==> config.mk <==
export PLATFORM = sky130hd
export DESIGN_NAME = uart_rx_fifo
export DESIGN_NICKNAME = d
export VERILOG_FILES = /design/src/rtl/uart_rx_fifo.sv
export SDC_FILE = /design/constraint.sdc
export NUM_CORES = 1
export LEC_CHECK = 0
export CAP_MARGIN = 20
export CELL_PAD_IN_SITES_DETAIL_PLACEMENT = 1
export CELL_PAD_IN_SITES_GLOBAL_PLACEMENT = 2
export CORE_ASPECT_RATIO = 0.9
export CORE_MARGIN = 5
export CORE_UTILIZATION = 35
export CTS_BUF_LIST = sky130_fd_sc_hd__clkbuf_4 sky130_fd_sc_hd__clkbuf_8
export CTS_CLUSTER_DIAMETER = 150
export DETAILED_ROUTE_END_ITERATION = 8
export PLACE_DENSITY_LB_ADDON = 0.12
export SYNTH_ARGS = -nofsm -noshare
export SYNTH_HDL_FRONTEND = slang
export SYNTH_SLANG_ARGS = --single-unit
==> constraint.sdc <==
create_clock -name PCLK -period 2.3 [get_ports PCLK]
set_input_delay 0.23 -clock PCLK [delete_from_list [all_inputs] [get_ports PCLK]]
set_output_delay 0.23 -clock PCLK [all_outputs]
set_load 0.005 [all_outputs]
==> src/rtl/uart_rx_fifo.sv <==
// rtl/uart_rx_fifo.sv - UART receive FIFO with error flags, threshold, overrun and character timeout
//
// Buffers bytes completed by the UART receiver, each tagged with a framing-error
// flag, and presents the oldest entry first-word-fall-through to the register file.
//
// Ports:
//   PCLK, PRESETn   clock, asynchronous active-low reset
//   rx_data         received byte, qualified by rx_done_tick / rx_error_tick
//   rx_done_tick    one-cycle pulse: good byte received
//   rx_error_tick   one-cycle pulse: byte received with framing error
//   s_tick          baud oversample tick, drives the idle timeout counter
//   flush           synchronous clear of contents and timeout
//   pop             one-cycle pulse: discard head entry
//   ovr_clr         clear sticky overrun
//   thresh          fill threshold (0 disables thresh_hit)
//   dout, dout_err  head entry, forced to 0 when empty
//   empty, full     occupancy flags
//   level           entries held, 0..DEPTH
//   thresh_hit      level >= thresh and thresh != 0
//   overrun         sticky: a byte was dropped because the FIFO was full
//   timeout         sticky: non-empty and idle for TIMEOUT_TICKS s_ticks
module uart_rx_fifo #(
    parameter int DEPTH         = 16,
    parameter int AW            = 4,
    parameter int TIMEOUT_TICKS = 640,
    parameter int TW            = 10
) (
    input  logic          PCLK,
    input  logic          PRESETn,
    input  logic [7:0]    rx_data,
    input  logic          rx_done_tick,
    input  logic          rx_error_tick,
    input  logic          s_tick,
    input  logic          flush,
    input  logic          pop,
    input  logic          ovr_clr,
    input  logic [AW:0]   thresh,
    output logic [7:0]    dout,
    output logic          dout_err,
    output logic          empty,
    output logic          full,
    output logic [AW:0]   level,
    output logic          thresh_hit,
    output logic          overrun,
    output logic          timeout
);

    localparam logic [AW:0]   FULL_LVL = (AW + 1)'(DEPTH);
    localparam logic [TW-1:0] TO_MAX   = TW'(TIMEOUT_TICKS);

    logic [8:0]    mem [DEPTH];
    logic [AW-1:0] wr_ptr;
    logic [AW-1:0] rd_ptr;
    logic [AW:0]   lvl;
    logic [TW-1:0] idle_cnt;
    logic          ovr_q;
    logic          tmo_q;

    logic push_req;
    logic do_push;
    logic do_pop;
    logic ovr_set;

    assign push_req = rx_done_tick | rx_error_tick;
    assign empty    = (lvl == '0);
    assign full     = (lvl == FULL_LVL);

    // A pop on an empty FIFO is ignored; flush overrides both push and pop.
    assign do_pop   = pop & ~empty & ~flush;
    // When full, a push is only accepted if a pop frees the slot in the same cycle.
    assign do_push  = push_req & ~flush & (~full | do_pop);
    // Full implies non-empty, so a concurrent pop always rescues the push.
    assign ovr_set  = push_req & full & ~pop & ~flush;

    // Storage is intentionally not reset; empty gates the read path instead.
    always_ff @(posedge PCLK) begin
        if (do_push) begin
            mem[wr_ptr] <= {rx_error_tick, rx_data};
        end
    end

    always_ff @(posedge PCLK or negedge PRESETn) begin
        if (!PRESETn) begin
            wr_ptr   <= '0;
            rd_ptr   <= '0;
            lvl      <= '0;
            idle_cnt <= '0;
            ovr_q    <= 1'b0;
            tmo_q    <= 1'b0;
        end else begin
            if (flush) begin
                wr_ptr <= '0;
                rd_ptr <= '0;
                lvl    <= '0;
            end else begin
                if (do_push) begin
                    wr_ptr <= wr_ptr + 1'b1;
                end
                if (do_pop) begin
                    rd_ptr <= rd_ptr + 1'b1;
                end
                case ({do_push, do_pop})
                    2'b10:   lvl <= lvl + 1'b1;
                    2'b01:   lvl <= lvl - 1'b1;
                    default: lvl <= lvl;
                endcase
            end

            // Any receive activity or host read restarts the idle measurement.
            if (flush || push_req || do_pop || empty) begin
                idle_cnt <= '0;
            end else if (s_tick && idle_cnt != TO_MAX) begin
                idle_cnt <= idle_cnt + 1'b1;
            end

            // Push does not clear timeout: the host must read to acknowledge it.
            if (flush || do_pop || empty) begin
                tmo_q <= 1'b0;
            end else if (idle_cnt == TO_MAX) begin
                tmo_q <= 1'b1;
            end

            if (ovr_set) begin
                ovr_q <= 1'b1;
            end else if (ovr_clr) begin
                ovr_q <= 1'b0;
            end
        end
    end

    assign dout       = empty ? 8'h00 : mem[rd_ptr][7:0];
    assign dout_err   = empty ? 1'b0  : mem[rd_ptr][8];
    assign level      = lvl;
    assign thresh_hit = (thresh != '0) && (lvl >= thresh);
    assign overrun    = ovr_q;
    assign timeout    = tmo_q;

endmodule

# Word level (Yosys, flattened, before mapping)
# Memories as Yosys holds them, arrays and structs flattened.
# Index checks and enable logic that the tools add are counted.
[classes] mux=16 n_bitwise=13 div_mod_pow=0 mul=0 n_lt_le_gt_ge=1 add_sub_neg=5 n_reduce_logical=15 eq_ne=5 shift=0
[ops] op="two-way mux 10 bit" count=2
[ops] op="two-way mux 4 bit" count=4
[ops] op="adder 10 x 1 -> 10 bit (second input constant)" count=1
[ops] op="== test 10 bit (second input constant)" count=1
[ops] op="inequality test 10 bit (second input constant)" count=1
[ops] op="case mux 5 bit (2 select lines)" count=1
[ops] op="nonzero test 2 bit" count=5
[ops] op="adder 4 x 1 -> 4 bit (second input constant)" count=2
[ops] op="two-way mux 8 bit" count=1
[ops] op="bitwise AND 1 bit" count=7
[ops] op="two-way mux 1 bit" count=7
[ops] op="adder 5 x 1 -> 5 bit (second input constant)" count=1
[ops] op="== test 5 bit (second input constant)" count=1
[ops] op=">= comparator 5 bit" count=1
[ops] op="logical NOT 5 bit" count=1
[ops] op="logical OR 1 bit" count=5
[ops] op="two-way mux 5 bit" count=1
[ops] op="nonzero test 5 bit" count=1
[ops] op="subtractor 5 x 1 -> 5 bit (second input constant)" count=1
[ops] op="inverter 1 bit" count=4
[ops] op="nonzero test 3 bit" count=1
[ops] op="== test 2 x 1 -> 1 bit (second input constant)" count=1
[ops] op="== test 2 bit (second input constant)" count=1
[ops] op="logical AND 1 bit" count=2
[ops] op="bitwise OR 1 bit" count=2
[totals] ramBits=144 rom_bits=0 input_bits=21 register_bits=25 output_inout_bits=19 latchBits=0 elab_cells=62 mem_count=1
[memory_table] memory="mem" words=16 width=9 read_ports=1 rd_ports_with_merged_regs=0 write_ports=1 line="51" source="logic [8:0] mem [DEPTH];"

# Depth between registers and ports, before layout
# Gate-level depths: netlist of run 1.
[depth] ltp_word=9 depth_mapped=11 ltp_nobuf=10

# Worst setup path after synthesis of run 1
# Ideal clock, no wire load.
[synth_timing] path_kind="register to register" from="register lvl[1] (netlist: level[1])" to="register lvl[4] (netlist: level[4])" path_buffers=1 setup_time_ps=123 arrival_time_ps=2377 path_stages_with_launch=12 required_ps=2177 synth_period_minus_slack_ps=2501 path_slack_ps=-201 cell_sequence="dfrtp_1 -> nor4_2 -> nand2b_1 -> buf_6 -> nand3_1 -> inv_1 -> ha_1 -> nand2b_1 -> a21oi_1 -> mux2_2 -> mux2i_1 -> a21oi_1"
[synth_via] elab_chain_cells=9 word_cells_on_any_way=15 classes_between="2 x add/sub; 3 x eq/ne; 2 x mux; 6 x bitwise; 2 x reduce/logical"
[synth_rtl] element="start, declared" line="54" source="logic [AW:0] lvl;"
[synth_rtl] element="start signal, assigned" line="103" source="2'b10: lvl <= lvl + 1'b1;"
[synth_rtl] element="start signal, assigned" line="104" source="2'b01: lvl <= lvl - 1'b1;"
[synth_rtl] element="start signal, assigned" line="105" source="default: lvl <= lvl;"
[synth_rtl] element="logical NOT 5 bit" line="65" source="assign empty = (lvl == '0);"
[synth_rtl] element="inverter 1 bit" line="69" source="assign do_pop = pop & ~empty & ~flush;"
[synth_rtl] element="bitwise AND 1 bit (2 in a row)" line="69"
[synth_rtl] element="bitwise OR 1 bit" line="71" source="assign do_push = push_req & ~flush & (~full | do_pop);"
[synth_rtl] element="bitwise AND 1 bit" line="71"
[synth_rtl] element="== test 2 x 1 -> 1 bit or == test 2 bit (tied branches)" line="102" source="case ({do_push, do_pop})"
[synth_rtl] element="case mux 5 bit (2 select lines)" line="102"
[synth_rtl] element="two-way mux 5 bit" line="91" source="if (flush) begin"
# Several ways; a longest one is shown, not always the timed one.
# A chain may end at the register's enable or synchronous reset.

# Final worst setup path of run 1
[layout_timing] from="register rd_ptr[0]" to="output dout[6]"
[layout_via] elab_chain_cells=2
[layout_rtl] element="start, declared" line="53" source="logic [AW-1:0] rd_ptr;"
[layout_rtl] element="start signal, assigned" line="100" source="rd_ptr <= rd_ptr + 1'b1;"
[layout_rtl] element="memory read (16 x 9 bit)"
[layout_rtl] element="two-way mux 8 bit" line="131" source="assign dout = empty ? 8'h00 : mem[rd_ptr][7:0];"
[layout_rtl] element="end, declared" line="38" source="output logic [7:0] dout,"
# Every way passes these cells.

==> results of run 1 <==
==> state kept, by name, indices dropped and copies added (netlist names) <==
name      cells
idle_cnt     10
level         5
mem         144
overrun       1
rd_ptr        4
timeout       1
wr_ptr        4
==> kinds of logic after synthesis <==
family / after synthesis / share of synthesized area, %
xor gates and xnor gates: 15 / 1.83
adders and majority gates: 16 / 2.89
AOI/OAI and AO/OA: 31 / 2.78
buffers and inverters: 36 / 2.38
and+or+nand+nor: 90 / 6.45
muxes: 61 / 14.8
DFF: 169 / 68.8
==> per-stage QoR <==
step,cell area [um^2],utilization [%],worst slack [ns]
after floorplan,7230,-,-0.00858
after global routing,9320,46.3,-0.255
after CTS,9280,46.1,-0.282
after global placement,8460,42.1,-0.235
final,9320,46.3,-0.160
after detailed placement,8460,42.1,-0.329
==> power by group through the flow <==
stage / Clock (W) / Sequential, W / Combinational, W
final: 0.00199 / 0.00350 / 0.00301
after global routing: 0.00221 / 0.00352 / 0.00325
after CTS: 0.00206 / 0.00350 / 0.00307
after detailed placement: 0 / 0.00356 / 0.00235
after global placement: 0 / 0.00355 / 0.00233
after floorplan: 0 / 0.00357 / 0.00130
==> per-layer routing <==
metal	part of all wire, %	wire length (um)	vias to the layer above	GRT usage (%)
li1	-	-	1879	-
met1	44	7180	2114	18.6
met2	53	8650	48	25.3
met3	2.8	461	8	3.31
met4	0.79	129	0	3.33
met5	0	0	-	0
==> final timing paths <==
check	startpoint	end	slack, ns	cells past startpoint
worst min-delay path	PRESETn	level[0]	0.15	2
worst max register to register	level[1]	level[4]	0.02	11
max in group asynchronous	PRESETn	rd_ptr[0]	1.86	2
worst min register to register	overrun	overrun	0.50	2
worst max-delay path	rd_ptr[0]	dout[6]	-0.16	7
min in group PCLK	ovr_clr	overrun	0.40	3
==> repair_timing <==
item,in CTS,in global routing
pin swaps,19,14
setup buffers,25,5
cloned,2,0
endpoints found under the setup margin,14,13
resized for setup,89,15
==> critical path: stages (launching register included) <==
cell	delay, ns
dfrtp_2	0.49
buf_12	0.15
buf_6	0.10
buf_6	0.08
mux4_2	0.51
mux2i_4	0.19
o22ai_2	0.12
buf_2	0.14
==> area by class of cell <==
type,instances,area (um^2),area share (%)
sequential,169,4950,53.2
multi-input combinational,213,2340,25.1
timing repair buffer,121,1250,13.5
tap,255,319,3.43
clock buffer,18,241,2.59
clock inverter,14,131,1.41
inverter,19,73.8,0.792
==> cells in the mapped netlist (all sizes together) <==
cell type,count,area (um^2)
a21o,1,8.76
a21oi,8,40.0
a22oi,1,12.5
a311oi,1,8.76
a41oi,2,17.5
and2,9,56.3
and3,4,25.0
buf,10,70.1
clkbuf,7,30.0
dfrtp,25,626
edfxtp,144,4320
fa,1,20.0
ha,15,188
inv,19,71.3
mux2,5,56.3
mux2i,20,200
mux4,36,811
nand2,14,68.8
nand2b,5,31.3
nand3,10,50.1
nand4,1,6.26
nor2,32,120
nor2b,1,6.26
nor3,2,10.0
nor3b,2,15.0
nor4,7,50.1
o21ai,6,33.8
o22ai,10,62.6
o31ai,1,7.51
o41ai,1,8.76
or3,1,6.26
or4,2,18.8
xnor2,1,8.76
xor2,14,123
==> flow_summary.json, run 1 <==
{
  "p_leak_nw": 3.26,
  "grt_pass1_vias": 4473,
  "drtPass1Iterations": 4,
  "cp_data_required_time_ns": 2.07,
  "first_iter_violations": 140,
  "maxCapViolCount": 0,
  "antenna_found_initial": 0,
  "min_period_ns": 2.46,
  "setup_viol": 9,
  "area_growth_pct": 29.5,
  "antenna_cells": 0,
  "drive_above_1_share_pct": 37.7,
  "min_path_type": "in -> async",
  "worstPathMaxFanout": 6,
  "violations": "negative setup slack",
  "finalHoldViolations": 0,
  "clkPwrFrac_pct": 23.4,
  "cts.sinks": 169,
  "die_area_um2": 23500,
  "avgRoutedWirePerCell_um": 20.3,
  "final_cells": 809,
  "cts_tree": "built",
  "boundaryPins": 40,
  "clock_tree.root_cell": "clkbuf_8",
  "route.antenna.remaining_nets": 0,
  "cts-hold-fix-buffers": 0,
  "synth_nets": 455,
  "yosysWarnings": 0,
  "peakVddDrop_mv": 0.376,
  "power_density_nw_per_um2": 913,
  "insertion_delay_ns": 0.44,
  "die_x_um": 161,
  "avgSynthCellArea_um2": 17.2,
  "yosys.cell_types.count": 41,
  "num-nets-final": 578,
  "clk_pin_slew_ns": 0.09,
  "status": "complete, but fails checks",
  "die_height_um": 146,
  "most-common-layout-cells": "144 x edfxtp_1, 46 x buf_4, 36 x mux4_2",
  "rsz0062_at_grt": "true",
  "h-tree-depth": 4,
  "grt_pass1_wl_um": 25800,
  "syn_inst": 418,
  "place_inst": 751,
  "crit_path_start_kind": "flip-flop",
  "total_power_w": 0.00851,
  "relSlewSlack_pct": 61.0,
  "floorplan.rows": 49,
  "grt_start_max_net_pins": 40,
  "io_buffers": 39,
  "hpwl_um": 10600,
  "critical_path_arrival_ns": 2.23,
  "fmax_mhz": 407,
  "cts_buffer_depth": 2,
  "finalSetupTns_ns": -0.905,
  "whs_ns": 0.148,
  "numCtsBuffers": 17,
  "p_int_w": 0.00597,
  "drcViolationCount": 0,
  "path_class": "reg -> out",
  "final_common_cell": "edfxtp_1",
  "worst_slack_ns": -0.160,
  "switching_power_w": 0.00254,
  "power.share.switching_pct": 29.9,
  "grtUsageTotal_pct": 14.5,
  "initial_utilization_pct": 35.8,
  "dr_total_vias": 4049,
  "core_um2": 20100,
  "worstSetupEndpointType": "primary output",
  "postSynthRegisterBits": 169,
  "power_frac_seq_pct": 41.2,
  "period_share_pct": 107,
  "routed_wl_um": 16400,
  "gp_congestion": 0.721,
  "vias_per_cell": 5.00,
  "slew_violations": 0,
  "netlist_area_um2": 7190,
  "fin_skew_ns": 0.0116,
  "power_frac_comb_pct": 35.4,
  "worst_pin_slew_ns": 0.584,
  "grt-ovfl-total": 0,
  "synth_seq_area_share_pct": 68.8,
  "n_fill_cell": 1950
}
Power figures use the tool's default switching activity.
==> inputs of run 2 (changes only) <==
Settings changed: CORE_MARGIN 5 to unset.
==> run 2 against run 1 <==
Compared with the run above:
- clock skew increased by 0.0027 ns
- the flow still finishes with violations (negative setup slack)
- utilization shrank 0.29 points
- worst setup slack improved by 0.024 ns
- first-iteration DRC count rose by 37%
- clock-buffer cell count stayed put
- highest routed layer unchanged
- largest cell class unchanged
==> flow_summary.json, run 2 (synthesis gave the netlist of run 1 again) <==
{
  "status": "complete, but fails checks",
  "violations": "negative setup slack",
  "routed_wl_um": 16800,
  "die_height_um": 138,
  "grt_pass1_wl_um": 25800,
  "peakVddDrop_mv": 0.372,
  "finalHoldViolations": 0,
  "slew_violations": 0,
  "numCtsBuffers": 17,
  "place_inst": 741,
  "multi_input_area_um2": 2350,
  "cts-hold-fix-buffers": 0,
  "avgRoutedWirePerCell_um": 21.0,
  "grt-ovfl-total": 0,
  "cts_buffer_depth": 2,
  "power_density_nw_per_um2": 934,
  "grtUsageTotal_pct": 16.9,
  "antenna_found_initial": 0,
  "largest_reg_flops": 144,
  "io_buffers": 39,
  "die_x_um": 153,
  "min_period_ns": 2.44,
  "place_area_um2": 8360,
  "n_fill_cell": 1920,
  "h-tree-depth": 4,
  "hpwl_um": 11000,
  "p_leak_nw": 3.20,
  "top_register": "mem",
  "relSlewSlack_pct": 54.6,
  "area_growth_pct": 28.3,
  "rsz0062_at_grt": "true",
  "initial_utilization_pct": 35.9,
  "route.antenna.remaining_nets": 0,
  "min_path_type": "in -> async",
  "floorplan.rows": 49,
  "grt_start_max_net_pins": 40,
  "gp_congestion": 0.719,
  "worstSetupEndpointType": "primary output",
  "fmax_mhz": 410,
  "worst_slack_ns": -0.136,
  "setup_viol": 9,
  "drive_above_1_share_pct": 36.9,
  "first_iter_violations": 192,
  "vias_per_cell": 5.10,
  "period_share_pct": 106,
  "path_class": "reg -> out",
  "worstPathMaxFanout": 4,
  "antenna_cells": 0,
  "cts_tree": "built",
  "grt_pass1_vias": 4331,
  "cts.sinks": 169,
  "final_cells": 797,
  "maxCapViolCount": 0,
  "clk_pin_slew_ns": 0.10,
  "most-common-layout-cells": "144 x edfxtp_1, 44 x buf_4, 36 x mux4_2",
  "final_common_cell": "edfxtp_1",
  "seq_area_um2": 4950,
  "die_area_um2": 21100,
  "drcViolationCount": 0,
  "insertion_delay_ns": 0.46,
  "cp_data_required_time_ns": 2.07,
  "boundaryPins": 40,
  "drtPass1Iterations": 4,
  "fin_skew_ns": 0.0143,
  "crit_path_start_kind": "flip-flop",
  "dr_total_vias": 4063,
  "final_area_um2": 9230,
  "core_um2": 20000,
  "critical_path_arrival_ns": 2.21,
  "worst_pin_slew_ns": 0.679,
  "num-nets-final": 566,
  "clock_tree.root_cell": "clkbuf_8"
}
[run 2: report_power, final]
group | switching [W] | internal (W) | total, W
sequential | 0.0000608 | 0.00343 | 0.00349
combinational | 0.00133 | 0.00171 | 0.00304
clock | 0.00118 | 0.000918 | 0.00210
[run 2: layer usage]
layer / vias up / GRT usage, % / wire length, um
met4: 0 / 5.27 / 145
met5: - / 0 / 0
met1: 2150 / 23.6 / 8040
met3: 11 / 3.22 / 456
li1: 1845 / - / -
met2: 57 / 27.0 / 8130
[run 2: final cells by class]
class                   count  share of cell area [%]
flip-flops and latches    169                    53.7
multi-input cells         213                    25.5
repair buffers            109                    12.3
well taps                 255                    3.46
clock buffers              18                    2.62
clock inverters            14                    1.63
inverters                  19                   0.827
[run 2: what timing repair did]
item                                    in CTS  in global routing
buffers inserted                            22                  4
gates cloned                                 3                  0
endpoints found under the setup margin      13                 50
gates resized for setup                     84                 20
pin swaps                                   16                 12
[run 2: path summary, 6_finish.rpt]
path / slack [ns] / cells past startpoint / endpoint / startpoint
setup reg to reg: 0.02 / 11 / level[3] / level[1]
setup / recovery: -0.14 / 7 / dout[6] / rd_ptr[0]
hold reg to reg: 0.51 / 2 / overrun / overrun
max in group asynchronous: 1.82 / 2 / rd_ptr[0] / PRESETn
hold / removal: 0.19 / 2 / level[1] / PRESETn
min in group PCLK: 0.40 / 3 / overrun / ovr_clr
[run 2: metrics by stage]
stage          util, %  setup TNS, ns  power (W)  setup slack [ns]  hold slack (ns)
3_5_place_dp      41.7         -20.48    0.00592            -0.334            0.495
4_1_cts           45.8          -1.79    0.00874            -0.261            0.126
3_3_place_gp      41.7         -19.36    0.00588            -0.276            0.475
6_report          46.0         -0.822    0.00862            -0.136            0.188
2_1_floorplan        -       -0.00858    0.00487          -0.00858          -0.0656
5_1_grt           46.0          -1.86    0.00904            -0.228            0.195
[run 2: critical path: stages (launching register included)]
cell     delay (ns)
dfrtp_2        0.44
buf_12         0.15
buf_12         0.13
buf_6          0.11
mux4_2         0.47
mux2i_2        0.19
o22ai_2        0.13
buf_2          0.15
==> inputs of run 3 (changes only) <==
Settings changed: CAP_MARGIN 20 to unset, CELL_PAD_IN_SITES_DETAIL_PLACEMENT 1 to 2.
==> run 3 against run 2 <==
Compared with the run above:
- the run still ends with negative setup slack left
- via count increased by 1.5%
- clock power is 4% lower
- sequential power about the same
- largest power group unchanged
- register-to-register slack gained 0.02 ns
- worst setup slack worse by 0.092 ns
- worst hold slack worse by 0.046 ns
- fmax decreased by 3.7%
- critical path depth rose by 1
- first-iteration DRC count rose by 1.6%
- flip-flop and latch count stayed put
- power rose by 0.59%
- wire length grew 9.2%
==> flow_summary.json, run 3 (synthesis gave the netlist of run 1 again) <==
{
  "status": "complete, but fails checks",
  "violations": "negative setup slack",
  "dr_total_vias": 4123,
  "floorplan.rows": 49,
  "most-common-layout-cells": "144 x edfxtp_1, 49 x buf_4, 36 x mux4_2",
  "peakVddDrop_mv": 0.394,
  "multi_input_area_um2": 2320,
  "initial_utilization_pct": 35.9,
  "cts.sinks": 169,
  "cts_buffer_depth": 2,
  "dr_wl_met3_um": 450,
  "insertion_delay_ns": 0.47,
  "finalHoldViolations": 0,
  "clock_tree.root_cell": "clkbuf_8",
  "slew_violations": 0,
  "die_x_um": 153,
  "crit_path_start_kind": "flip-flop",
  "cts_tree": "built",
  "grt_pass1_wl_um": 28300,
  "reg2reg_from": "level[0]",
  "rrSetupSlack_ns": 0.04,
  "num-nets-final": 575,
  "die_area_um2": 21100,
  "whs_ns": 0.143,
  "n_fill_cell": 1818,
  "core_um2": 20000,
  "io_buffers": 39,
  "seq_area_um2": 4950,
  "largest_reg_flops": 144,
  "area_growth_pct": 28.8,
  "final_common_cell": "edfxtp_1",
  "min_period_ns": 2.53,
  "antenna_found_initial": 0,
  "fmax_mhz": 395,
  "finalSetupTns_ns": -1.54,
  "top_register": "mem",
  "p_leak_nw": 3.23,
  "relSlewSlack_pct": 52.4,
  "wl_met1_um": 8530,
  "first_iter_violations": 195,
  "rr_endpoint": "level[4]",
  "drcViolationCount": 0,
  "boundaryPins": 40,
  "period_share_pct": 110,
  "vias_per_cell": 5.12,
  "die_height_um": 138,
  "min_path_type": "in -> async",
  "routed_wl_um": 18300,
  "grtUsageTotal_pct": 18.6,
  "worst_slack_ns": -0.229,
  "reg2reg_depth": 12,
  "rsz0062_at_grt": "true",
  "setup_viol": 9,
  "drive_above_1_share_pct": 37.0,
  "numCtsBuffers": 17,
  "grt_pass1_vias": 4588,
  "place_ws_ns": -0.391,
  "critical_path_arrival_ns": 2.30,
  "fin_skew_ns": 0.0126,
  "avgRoutedWirePerCell_um": 22.7,
  "total_power_w": 0.00867,
  "maxCapViolCount": 0,
  "drtPass1Iterations": 5,
  "final_util_pct": 46.2,
  "route.met2.wl_um": 9050,
  "h-tree-depth": 4,
  "worst_pin_slew_ns": 0.712,
  "worstSetupEndpointType": "primary output",
  "top_layer": "met4",
  "power_density_nw_per_um2": 936,
  "gp_congestion": 0.719,
  "worstPathMaxFanout": 5,
  "cp_data_required_time_ns": 2.07,
  "antenna_cells": 0,
  "path_class": "reg -> out",
  "clk_pin_slew_ns": 0.09,
  "hpwl_um": 12200,
  "grt_start_max_net_pins": 40,
  "route.antenna.remaining_nets": 0,
  "grt-ovfl-total": 0
}
-- run 3: changes by cell type in the layout (fill, tap and decap cells not counted), sizes merged --
cell,previous run,this run
inv,29,27
buf,80,88
clkbuf,18,19
clkinv,2,4
bufinv,1,0
clkinvlp,1,2
-- run 3: final cells by class --
type / count / share of cell area (%)
clock buffers: 18 / 2.61
clock inverters: 14 / 1.40
inverters: 19 / 0.824
multi-input cells: 213 / 25.0
flip-flops and latches: 169 / 53.5
well taps: 255 / 3.44
repair buffers: 118 / 13.2
-- run 3: worst max-delay path, cell delays in order, from the launching register on --
cell and delay (ns):
dfrtp_2 0.42, buf_12 0.14, buf_12 0.13, buf_16 0.12, buf_6 0.11, mux4_2 0.46
mux2i_1 0.20, o22ai_2 0.12, buf_2 0.15
-- run 3: how the worst max path moves through the flow --
stage,from,end,slack [ns],depth (start not counted)
2_1_floorplan,level[2],level[4],-0.009,11
3_3_place_gp,rx_error_tick,level[4],-0.28,9
5_1_grt,rd_ptr[0],dout[4],-0.31,8
4_1_cts,rd_ptr[0],dout[6],-0.28,8
6_report,rd_ptr[0],dout[6],-0.23,8
3_5_place_dp,rx_error_tick,level[4],-0.39,10
-- run 3: per-layer routing --
layer	vias to the layer above	GRT usage, %
met5	-	0
met2	46	31.2
met3	21	3.31
li1	1866	-
met4	0	6.23
met1	2190	24.6
-- run 3: what timing repair did --
action	CTS	global route
hold buffers	0	0
hold endpoints to repair	0	0
buffers inserted	25	6
setup endpoints to repair	14	21
gates cloned	3	0
pin swaps	17	6
resized for setup	81	14
-- run 3: power breakdown --
group | switching (W) | total [W] | internal, W
logic | 0.00136 | 0.00317 | 0.00181
registers | 0.0000610 | 0.00349 | 0.00343
clock network | 0.00121 | 0.00201 | 0.000807
total | 0.00263 | 0.00867 | 0.00604
-- run 3: through the flow --
stage               cells  instance area, um^2
finish                806                 9260
global route          806                 9260
global placement      741                 8360
CTS                   801                 9180
floorplan             418                 7230
detailed placement    741                 8360
